[src/rtl/lcd_blit_engine.sv]
// Sprite blitter: pops 3-word descriptors, fetches pixels over AHB-Lite,
// and pushes LCD window/command/data words into the LCD write FIFO.
module lcd_blit_engine #(
  parameter int          DIM_W     = 8,
  parameter logic [15:0] KEY_COLOR = 16'hF81F
) (
  input  logic        clk,
  input  logic        rst_n,
  input  logic        rempty,
  input  logic [31:0] rdata,
  output logic        rinc,
  input  logic        wfull,
  output logic        winc,
  output logic [16:0] wdata,
  output logic [31:0] HADDR,
  output logic [1:0]  HTRANS,
  output logic        HWRITE,
  input  logic        HREADY,
  input  logic [31:0] HRDATA,
  output logic        busy,
  output logic        done
);

  typedef enum logic [3:0] {
    S_IDLE, S_LD0, S_LD1, S_LD2,
    S_HDR, S_FA, S_FD, S_PX, S_DONE
  } state_t;

  state_t           state;
  logic [15:0]      x0, y0;
  logic             keyed;
  logic [DIM_W-1:0] wend, hend;
  logic [DIM_W-1:0] col, row;
  logic [31:0]      addr;
  logic [15:0]      pix;
  logic [3:0]       hidx;

  logic        ld;
  logic        emit;
  logic        last;
  logic        skip;
  logic        adv;
  logic [15:0] sel;
  logic [15:0] cx, cy;
  logic [15:0] xs, xe, ys, ye;
  logic [16:0] hword;

  assign ld   = (state == S_LD0) || (state == S_LD1) ||
                (state == S_LD2);
  assign emit = (state == S_HDR) || (state == S_PX);

  assign rinc   = ld & !rempty;
  assign winc   = emit & !wfull;
  assign HTRANS = (state == S_FA) ? 2'b10 : 2'b00;
  assign HADDR  = addr;
  assign HWRITE = 1'b0;
  assign done   = (state == S_DONE);
  assign busy   = ((state != S_IDLE) && (state != S_LD0)) ||
                  ((state == S_LD0) && !rempty);

  assign sel  = addr[1] ? HRDATA[31:16] : HRDATA[15:0];
  assign last = (col == wend) && (row == hend);
  assign skip = keyed && (sel == KEY_COLOR);
  assign adv  = ((state == S_PX) && !wfull) ||
                ((state == S_FD) && HREADY && skip);

  // Keyed mode draws a 1x1 window at the current pixel
  assign cx = x0 + 16'(col);
  assign cy = y0 + 16'(row);
  assign xs = keyed ? cx : x0;
  assign ys = keyed ? cy : y0;
  assign xe = keyed ? cx : x0 + 16'(wend);
  assign ye = keyed ? cy : y0 + 16'(hend);

  always_comb begin
    hword = {1'b0, 16'h002C};
    case (hidx)
      4'd0:    hword = {1'b0, 16'h002A};
      4'd1:    hword = {1'b1, 8'h00, xs[15:8]};
      4'd2:    hword = {1'b1, 8'h00, xs[7:0]};
      4'd3:    hword = {1'b1, 8'h00, xe[15:8]};
      4'd4:    hword = {1'b1, 8'h00, xe[7:0]};
      4'd5:    hword = {1'b0, 16'h002B};
      4'd6:    hword = {1'b1, 8'h00, ys[15:8]};
      4'd7:    hword = {1'b1, 8'h00, ys[7:0]};
      4'd8:    hword = {1'b1, 8'h00, ye[15:8]};
      4'd9:    hword = {1'b1, 8'h00, ye[7:0]};
      default: hword = {1'b0, 16'h002C};
    endcase
  end

  always_comb begin
    wdata = '0;
    if (state == S_HDR)
      wdata = hword;
    else if (state == S_PX)
      wdata = {1'b1, pix};
  end

  always_ff @(posedge clk or negedge rst_n) begin
    if (!rst_n) begin
      state <= S_IDLE;
      x0    <= '0;
      y0    <= '0;
      keyed <= 1'b0;
      wend  <= '0;
      hend  <= '0;
      col   <= '0;
      row   <= '0;
      addr  <= '0;
      pix   <= '0;
      hidx  <= '0;
    end else begin
      case (state)
        S_IDLE: state <= S_LD0;
        S_LD0: if (!rempty) begin
          x0    <= rdata[31:16];
          y0    <= rdata[15:0];
          state <= S_LD1;
        end
        S_LD1: if (!rempty) begin
          keyed <= rdata[31];
          wend  <= rdata[16 +: DIM_W];
          hend  <= rdata[DIM_W-1:0];
          state <= S_LD2;
        end
        S_LD2: if (!rempty) begin
          addr  <= rdata;
          col   <= '0;
          row   <= '0;
          hidx  <= '0;
          state <= keyed ? S_FA : S_HDR;
        end
        S_HDR: if (!wfull) begin
          if (hidx == 4'd10) begin
            hidx  <= '0;
            state <= keyed ? S_PX : S_FA;
          end else begin
            hidx <= hidx + 4'd1;
          end
        end
        S_FA: if (HREADY) state <= S_FD;
        S_FD: if (HREADY) begin
          pix <= sel;
          if (skip)
            state <= last ? S_DONE : S_FA;
          else
            state <= keyed ? S_HDR : S_PX;
        end
        S_PX: if (!wfull) state <= last ? S_DONE : S_FA;
        S_DONE: begin
          col   <= '0;
          row   <= '0;
          state <= S_IDLE;
        end
        default: state <= S_IDLE;
      endcase
      // Pixel advance; counters freeze on the last pixel
      if (adv) begin
        addr <= addr + 32'd2;
        if (!last) begin
          if (col == wend) begin
            col <= '0;
            row <= row + DIM_W'(1);
          end else begin
            col <= col + DIM_W'(1);
          end
        end
      end
    end
  end

endmodule

[config.mk]
export PLATFORM = sky130hd
export DESIGN_NAME = lcd_blit_engine
export DESIGN_NICKNAME = d
export VERILOG_FILES = /design/src/rtl/lcd_blit_engine.sv
export SDC_FILE = /design/constraint.sdc
export NUM_CORES = 1
export LEC_CHECK = 0
export BUFFER_PORTS_ARGS = -buffer_cell sky130_fd_sc_hd__buf_2
export CORE_MARGIN = 2
export CORE_UTILIZATION = 59
export CTS_CLUSTER_SIZE = 10
export DETAILED_ROUTE_END_ITERATION = 10
export PLACE_DENSITY = 0.81
export SYNTH_ARGS = -nofsm -noshare
export SYNTH_HDL_FRONTEND = slang
export SYNTH_SLANG_ARGS = --single-unit
[constraint.sdc]
create_clock -name clk -period 3.2 [get_ports clk]
set_input_delay 0.48 -clock clk [delete_from_list [all_inputs] [get_ports clk]]
set_output_delay 0.48 -clock clk [all_outputs]
set_load 0.005 [all_outputs]
==> results of run 1 <==
critical path: stages, from the launching register on:
cell	delay, ns
dfrtp_1	0.40
ha_2	0.20
inv_1	0.05
fa_1	0.39
nor2b_1	0.22
o31a_1	0.22
or2_2	0.13
o41ai_1	0.06
o311a_1	0.40
o41ai_4	0.26
o211ai_1	0.18
buf_2	0.16
synthesized netlist by cell type (14+ instances only):
library cell	instances	area share (%)
mux2_2	51	6.1
xor2_1	28	2.6
and3_1	16	1.1
o21ai_0	87	4.6
nand2_1	114	4.5
a21o_1	18	1.4
nor2b_1	19	1.3
nor2_1	73	2.9
xnor2_1	15	1.4
nand3_1	47	2.5
ha_1	35	4.6
clkbuf_1	45	1.8
dfrtp_1	121	32
inv_1	42	1.7
o211ai_1	14	1.1
nor3_1	32	1.7
nand2b_1	16	1.1
a21oi_1	46	2.4
mux2i_1	30	3.2
layout by cell type, fill, tap and decap left out, types with 7 or more instances in the layout:
cell / count
or3_1: 10
buf_4: 117
dfrtp_1: 117
a21o_1: 18
ha_4: 13
mux2i_1: 30
o21ai_1: 10
nor2b_1: 16
xnor2_1: 15
o2111ai_1: 9
o21a_1: 9
nor3b_1: 7
a211oi_1: 8
nand2b_1: 15
nor3_1: 32
mux2_2: 51
o211ai_1: 14
a31oi_1: 12
nand3_1: 44
a21oi_1: 39
buf_6: 7
ha_1: 19
nand4_1: 11
and3_1: 16
o21ai_0: 75
nand2_1: 114
buf_2: 121
nor4_1: 10
nor2_1: 73
inv_1: 41
xor2_1: 28
and2_1: 13
clkbuf_16: 17
o22ai_1: 8
o31ai_1: 10
cells by family after synthesis:
family,share of synthesized area (%)
compound gates,22.56
xor+xnor,3.982
fa+ha+maj,5.477
buf+inv,4.458
flops,32.01
mux,9.247
other cells,0.03965
simple gates,22.23
path summary, 6_finish.rpt:
kind | start | endpoint | slack (ns) | depth (start not counted)
hold reg to reg | pix[9] | pix[9] | 0.48 | 2
max in group asynchronous | rst_n | HADDR[5] | 2.37 | 2
setup reg to reg | keyed | row[3] | 0.20 | 8
min in group clk | rdata[13] | HADDR[13] | 0.27 | 3
hold / removal | rst_n | state[1] | 0.1 | 1
setup / recovery | x0[0] | wdata[6] | -0.38 | 11
timing repair:
action | 4_1_cts | 5_1_grt
buffers inserted | 9 | 8
pin swaps | 26 | 35
setup endpoints to repair | 8 | 8
resized for setup | 46 | 45
cloned | 0 | 0
flip-flops by register name (all words and copies together) (netlist names):
| name | cells |
|---|---|
| row | 8 |
| keyed | 1 |
| hidx | 4 |
| col | 8 |
| hend | 8 |
| state | 4 |
| wend | 8 |
| y0 | 16 |
| x0 | 16 |
| HADDR | 32 |
| pix | 16 |
per-layer routing:
layer | vias up | wire [um]
li1 | 4530 | -
met2 | 548 | 14970
met4 | 0 | 1639
met1 | 4760 | 13170
met5 | - | 0
met3 | 118 | 2783
power groups by stage:
stage	logic [mW]	clock network [mW]	registers [mW]
2_1_floorplan	3.09	0	2.54
3_3_place_gp	4.66	0	2.71
3_5_place_dp	4.72	0	2.74
4_1_cts	5.09	1.98	2.75
5_1_grt	5.90	2.05	2.88
6_report	5.49	1.96	2.83
through the flow:
stage | TNS, ns | util [%] | hold WS, ns | power, mW
floorplan | 0 | - | 0.1844 | 5.627
global placement | -0.09884 | 69.30 | 0.4556 | 7.370
detailed placement | -0.1216 | 69.30 | 0.4654 | 7.465
CTS | -1.946 | 74.95 | 0.1293 | 9.828
global route | -2.697 | 76.64 | 0.1628 | 10.83
finish | -1.947 | 76.64 | 0.09622 | 10.28
cell type report:
| type | count | area [um2] |
|---|---|---|
| Clock buffer | 18 | 429.2 |
| Clock inverter | 14 | 163.9 |
| Fill cell | 1163 | 3684 |
| Inverter | 42 | 157.7 |
| Multi-Input combinational cell | 883 | 6430 |
| Sequential cell | 121 | 3033 |
| Tap cell | 216 | 270.3 |
| Timing Repair Buffer | 247 | 1603 |
==> flow_summary.ini, run 1 <==
[floorplan]
die_h_um = 130.6
ios = 125
core_um2 = 15770
placementRows = 46
start_util_pct = 59.97
dieArea_um2 = 17060
die_w_um = 130.6

[synthesis]
synth_flop_cell = dfrtp_1
synth_seq_cells = 121
avgSynthCellArea_um2 = 8.575
syn_inst = 1103
yosysSeqAreaShare_pct = 32.01
synth_area_um2 = 9458
synth_edf_count = 0
yosysWarningCount = 0
ys_types = 86
async_flop_share_pct = 100.0

[global_route]
grt_use_met3_pct = 7.736
grtUsageMet1_pct = 50.36
grt_pass1_wl_mm = 49.87
antenna_found_initial = 0
grt_usage_pct = 38.33
grt_busiest_layer = met2
first_global_vias = 9290
globalRouteMet2Util_pct = 61.09
grt_max_degree = 58
overflow = 0

[clocking]
cts_made_buffers = 17
cts.path.max_buffers = 2
postCtsHoldBufs = 0
cts_sinks = 121
worst_skew_pair.late_latency_ns = 0.43
cts.clk_slew.worst_paths_ns = 0.06
htree_levels = 4
cts_tree = done
root_buffer = clkbuf_16

[placement]
dp.cells = 1493
dpl_worst_slack_ns = -0.1216
post_dp_cell_area_um2 = 10930
numPortBuffers = 122
globalplace.congestion = 1.006
post-dp-hpwl_mm = 23.87

[finish]
layout.nets = 1420
fin_cells = 1541
drive_gt1_share_pct = 30.94
syn_to_final_growth_pct = 27.79
final_cell_area_um2 = 12090
diodes = 0

[sta]
post-route-period-util_pct = 112.0
setup_violations = 8
rsz0062_at_grt = yes
fin_ws_ns = -0.3833
tightest_slew_ns = 0.9220
slew_violations = 0
hold_viol = 0
max_slew_margin_pct = 38.30
clock_skew_ns = 0.009421
max_freq_mhz = 279.1
min_period_ns = 3.583

[power]
power.net_switching_mw = 4.515
swShare_pct = 43.91
irDropWorstVdd_mv = 0.4621
p_int_mw = 5.767
clkPwrFrac_pct = 19.1
cellPowerDensity_nw_per_um2 = 850.7
leakagePower_nw = 5.535
pwr-share-seq_pct = 27.5
combPwrFrac_pct = 53.4

[critical_path]
worstPathMaxFanout = 4
crit_path_start_kind = flip-flop
cp-end-kind = output pin
crit_arrival_ns = 3.10
path_class = reg2out
required_ns = 2.72

[hold_path]
hold_class = in2async

[detailed_routing]
wire_per_inst_um = 21.13
drtIter0Drc = 980
vias = 9956
ant_nets = 0
first_pass_iters = 8
routed_via_density = 6.461
drt-total-wl_mm = 32.57
drc = 0

[job]
drv_cap = 0

[outcome]
violations = setup timing
status = finished, violations left
Note: power is estimated with default switching activity, not from simulation.
==> inputs of run 2 (changes only) <==
--- a/config.mk
+++ b/config.mk
@@ -11,6 +11,7 @@
 export CTS_CLUSTER_SIZE = 10
 export DETAILED_ROUTE_END_ITERATION = 10
 export PLACE_DENSITY = 0.81
+export SETUP_SLACK_MARGIN = 0.1
 export SYNTH_ARGS = -nofsm -noshare
 export SYNTH_HDL_FRONTEND = slang
 export SYNTH_SLANG_ARGS = --single-unit
==> run 2 against run 1 <==
Net effect: the run still ends with setup timing left; global-route usage unchanged; worst setup slack got worse by 0.013 ns; clock power about the same; routed wire length decreased by 0.48%; critical path type unchanged.
==> flow_summary.ini, run 2 (synthesis gave the netlist of run 1 again) <==
[global_route]
grt_pass1_wl_mm = 49.87
overflow = 0
grt_usage_pct = 38.33
antenna_found_initial = 0
first_global_vias = 9290
grt_max_degree = 58

[sta]
clock_skew_ns = 0.007878
setup_violations = 8
tns_ns = -2.028
min_period_ns = 3.597
slew_violations = 0
fin_ws_ns = -0.3967
rsz0062_at_grt = yes
max_freq_mhz = 278.0
post-route-period-util_pct = 112.4
max_slew_margin_pct = 39.43
hold_viol = 0
tightest_slew_ns = 0.9052

[finish]
seqCellArea_um2 = 3029
final_cell_area_um2 = 11990
diodes = 0
layout.nets = 1418
syn_to_final_growth_pct = 26.74
fin_cells = 1539
final_common_cell = buf_2
drive_gt1_share_pct = 30.16
multi_input_area_um2 = 6352
final_util_pct = 76.01
fillers = 1186
largest_reg_flops = 32
most-common-layout-cells = 121 x buf_2, 120 x dfrtp_1, 116 x buf_4

[critical_path]
path_class = reg2out
r2r_setup_slack_ns = 0.29
crit_path_top_delay_cell = o41ai_4
rr_worst_depth = 8
cp-end-kind = output pin
crit_arrival_ns = 3.12
path_cells = buf_4 -> ha_2 -> inv_1 -> fa_2 -> nor2b_2 -> o2111ai_2 -> nand3_2 -> nand3_1 -> mux2_2 -> o41ai_4 -> o211ai_1 -> buf_2
crit_path_start_kind = flip-flop
crit_family = compound AO/OA/AOI/OAI gates
max_stage_delay_ns = 0.39
required_ns = 2.72
r2r_end = row[3]
worstPathMaxFanout = 3
path_buf_inv = 3
regToRegStartpoint = keyed

[detailed_routing]
routed_via_density = 6.466
drc = 0
met3_length_mm = 2.814
vias = 9951
drtIter0Drc = 1027
met1_length_mm = 13.10
highest_layer = met4
first_pass_iters = 5
routed-wl-met2_mm = 14.86
drt-total-wl_mm = 32.41
wire_per_inst_um = 21.06
ant_nets = 0

[clocking]
cts_made_buffers = 17
cts_sinks = 121
cts.clk_slew.worst_paths_ns = 0.06
worst_skew_pair.late_latency_ns = 0.43
htree_levels = 4
cts_tree = done
cts.path.max_buffers = 2
root_buffer = clkbuf_16

[floorplan]
die_h_um = 130.6
core_um2 = 15770
ios = 125
die_w_um = 130.6
start_util_pct = 59.97
placementRows = 46
dieArea_um2 = 17060

[placement]
numPortBuffers = 122
globalplace.congestion = 1.006
post_dp_cell_area_um2 = 10930
dp.cells = 1493
post-dp-hpwl_mm = 23.87

[power]
finalPower_mw = 10.15
cellPowerDensity_nw_per_um2 = 846.4
leakagePower_nw = 5.524
irDropWorstVdd_mv = 0.4611

[job]
drv_cap = 0

[outcome]
violations = setup timing
status = finished, violations left

[hold_path]
hold_class = in2async
## run 2: changes by cell type in the layout (fill, tap and decap cells not counted), moves of 2 or more
cell,change
dfrtp_1,+3
ha_4,-5
ha_1,+3
ha_2,+2
dfrtp_2,-3
## run 2: area by class of cell
| class | count | share of cell area, % |
|---|---|---|
| inverter | 42 | 1.315 |
| timing repair buffer | 245 | 13.22 |
| tap | 216 | 2.255 |
| sequential | 121 | 25.27 |
| multi-input combinational | 883 | 53.00 |
| clock buffer | 18 | 3.580 |
| clock inverter | 14 | 1.367 |
## run 2: worst max path at each step
stage	startpoint	end	cells after the start
floorplan	row[0]	wdata[6]	10
finish	y0[0]	wdata[6]	12
global placement	x0[1]	wdata[5]	10
CTS	y0[0]	wdata[6]	12
detailed placement	hend[0]	wdata[6]	12
global route	x0[0]	wdata[6]	12
## run 2: per-stage QoR
| step | hold WS (ns) | setup WS (ns) |
|---|---|---|
| 3_5_place_dp | 0.4654 | -0.1216 |
| 3_3_place_gp | 0.4556 | -0.06417 |
| 4_1_cts | 0.1293 | -0.3788 |
| 2_1_floorplan | 0.1844 | 0.3853 |
| 5_1_grt | 0.1628 | -0.4817 |
| 6_report | 0.09641 | -0.3967 |
## run 2: what timing repair did
action,CTS,global route
gates resized for setup,46,31
setup buffers,9,5
setup endpoints to repair,8,14
pin swaps,26,25
hold buffers,0,0
## run 2: where the power goes
part / switching [mW] / internal (mW)
Combinational: 2.94 / 2.44
Clock: 0.802 / 1.17
Sequential: 0.713 / 2.09
## run 2: layer usage
metal  global-route usage (%)  vias up
met1                    50.36     4778
met5                        0        -
met4                    18.09        0
met2                    61.09      531
met3                    7.736      118
li1                         -     4524
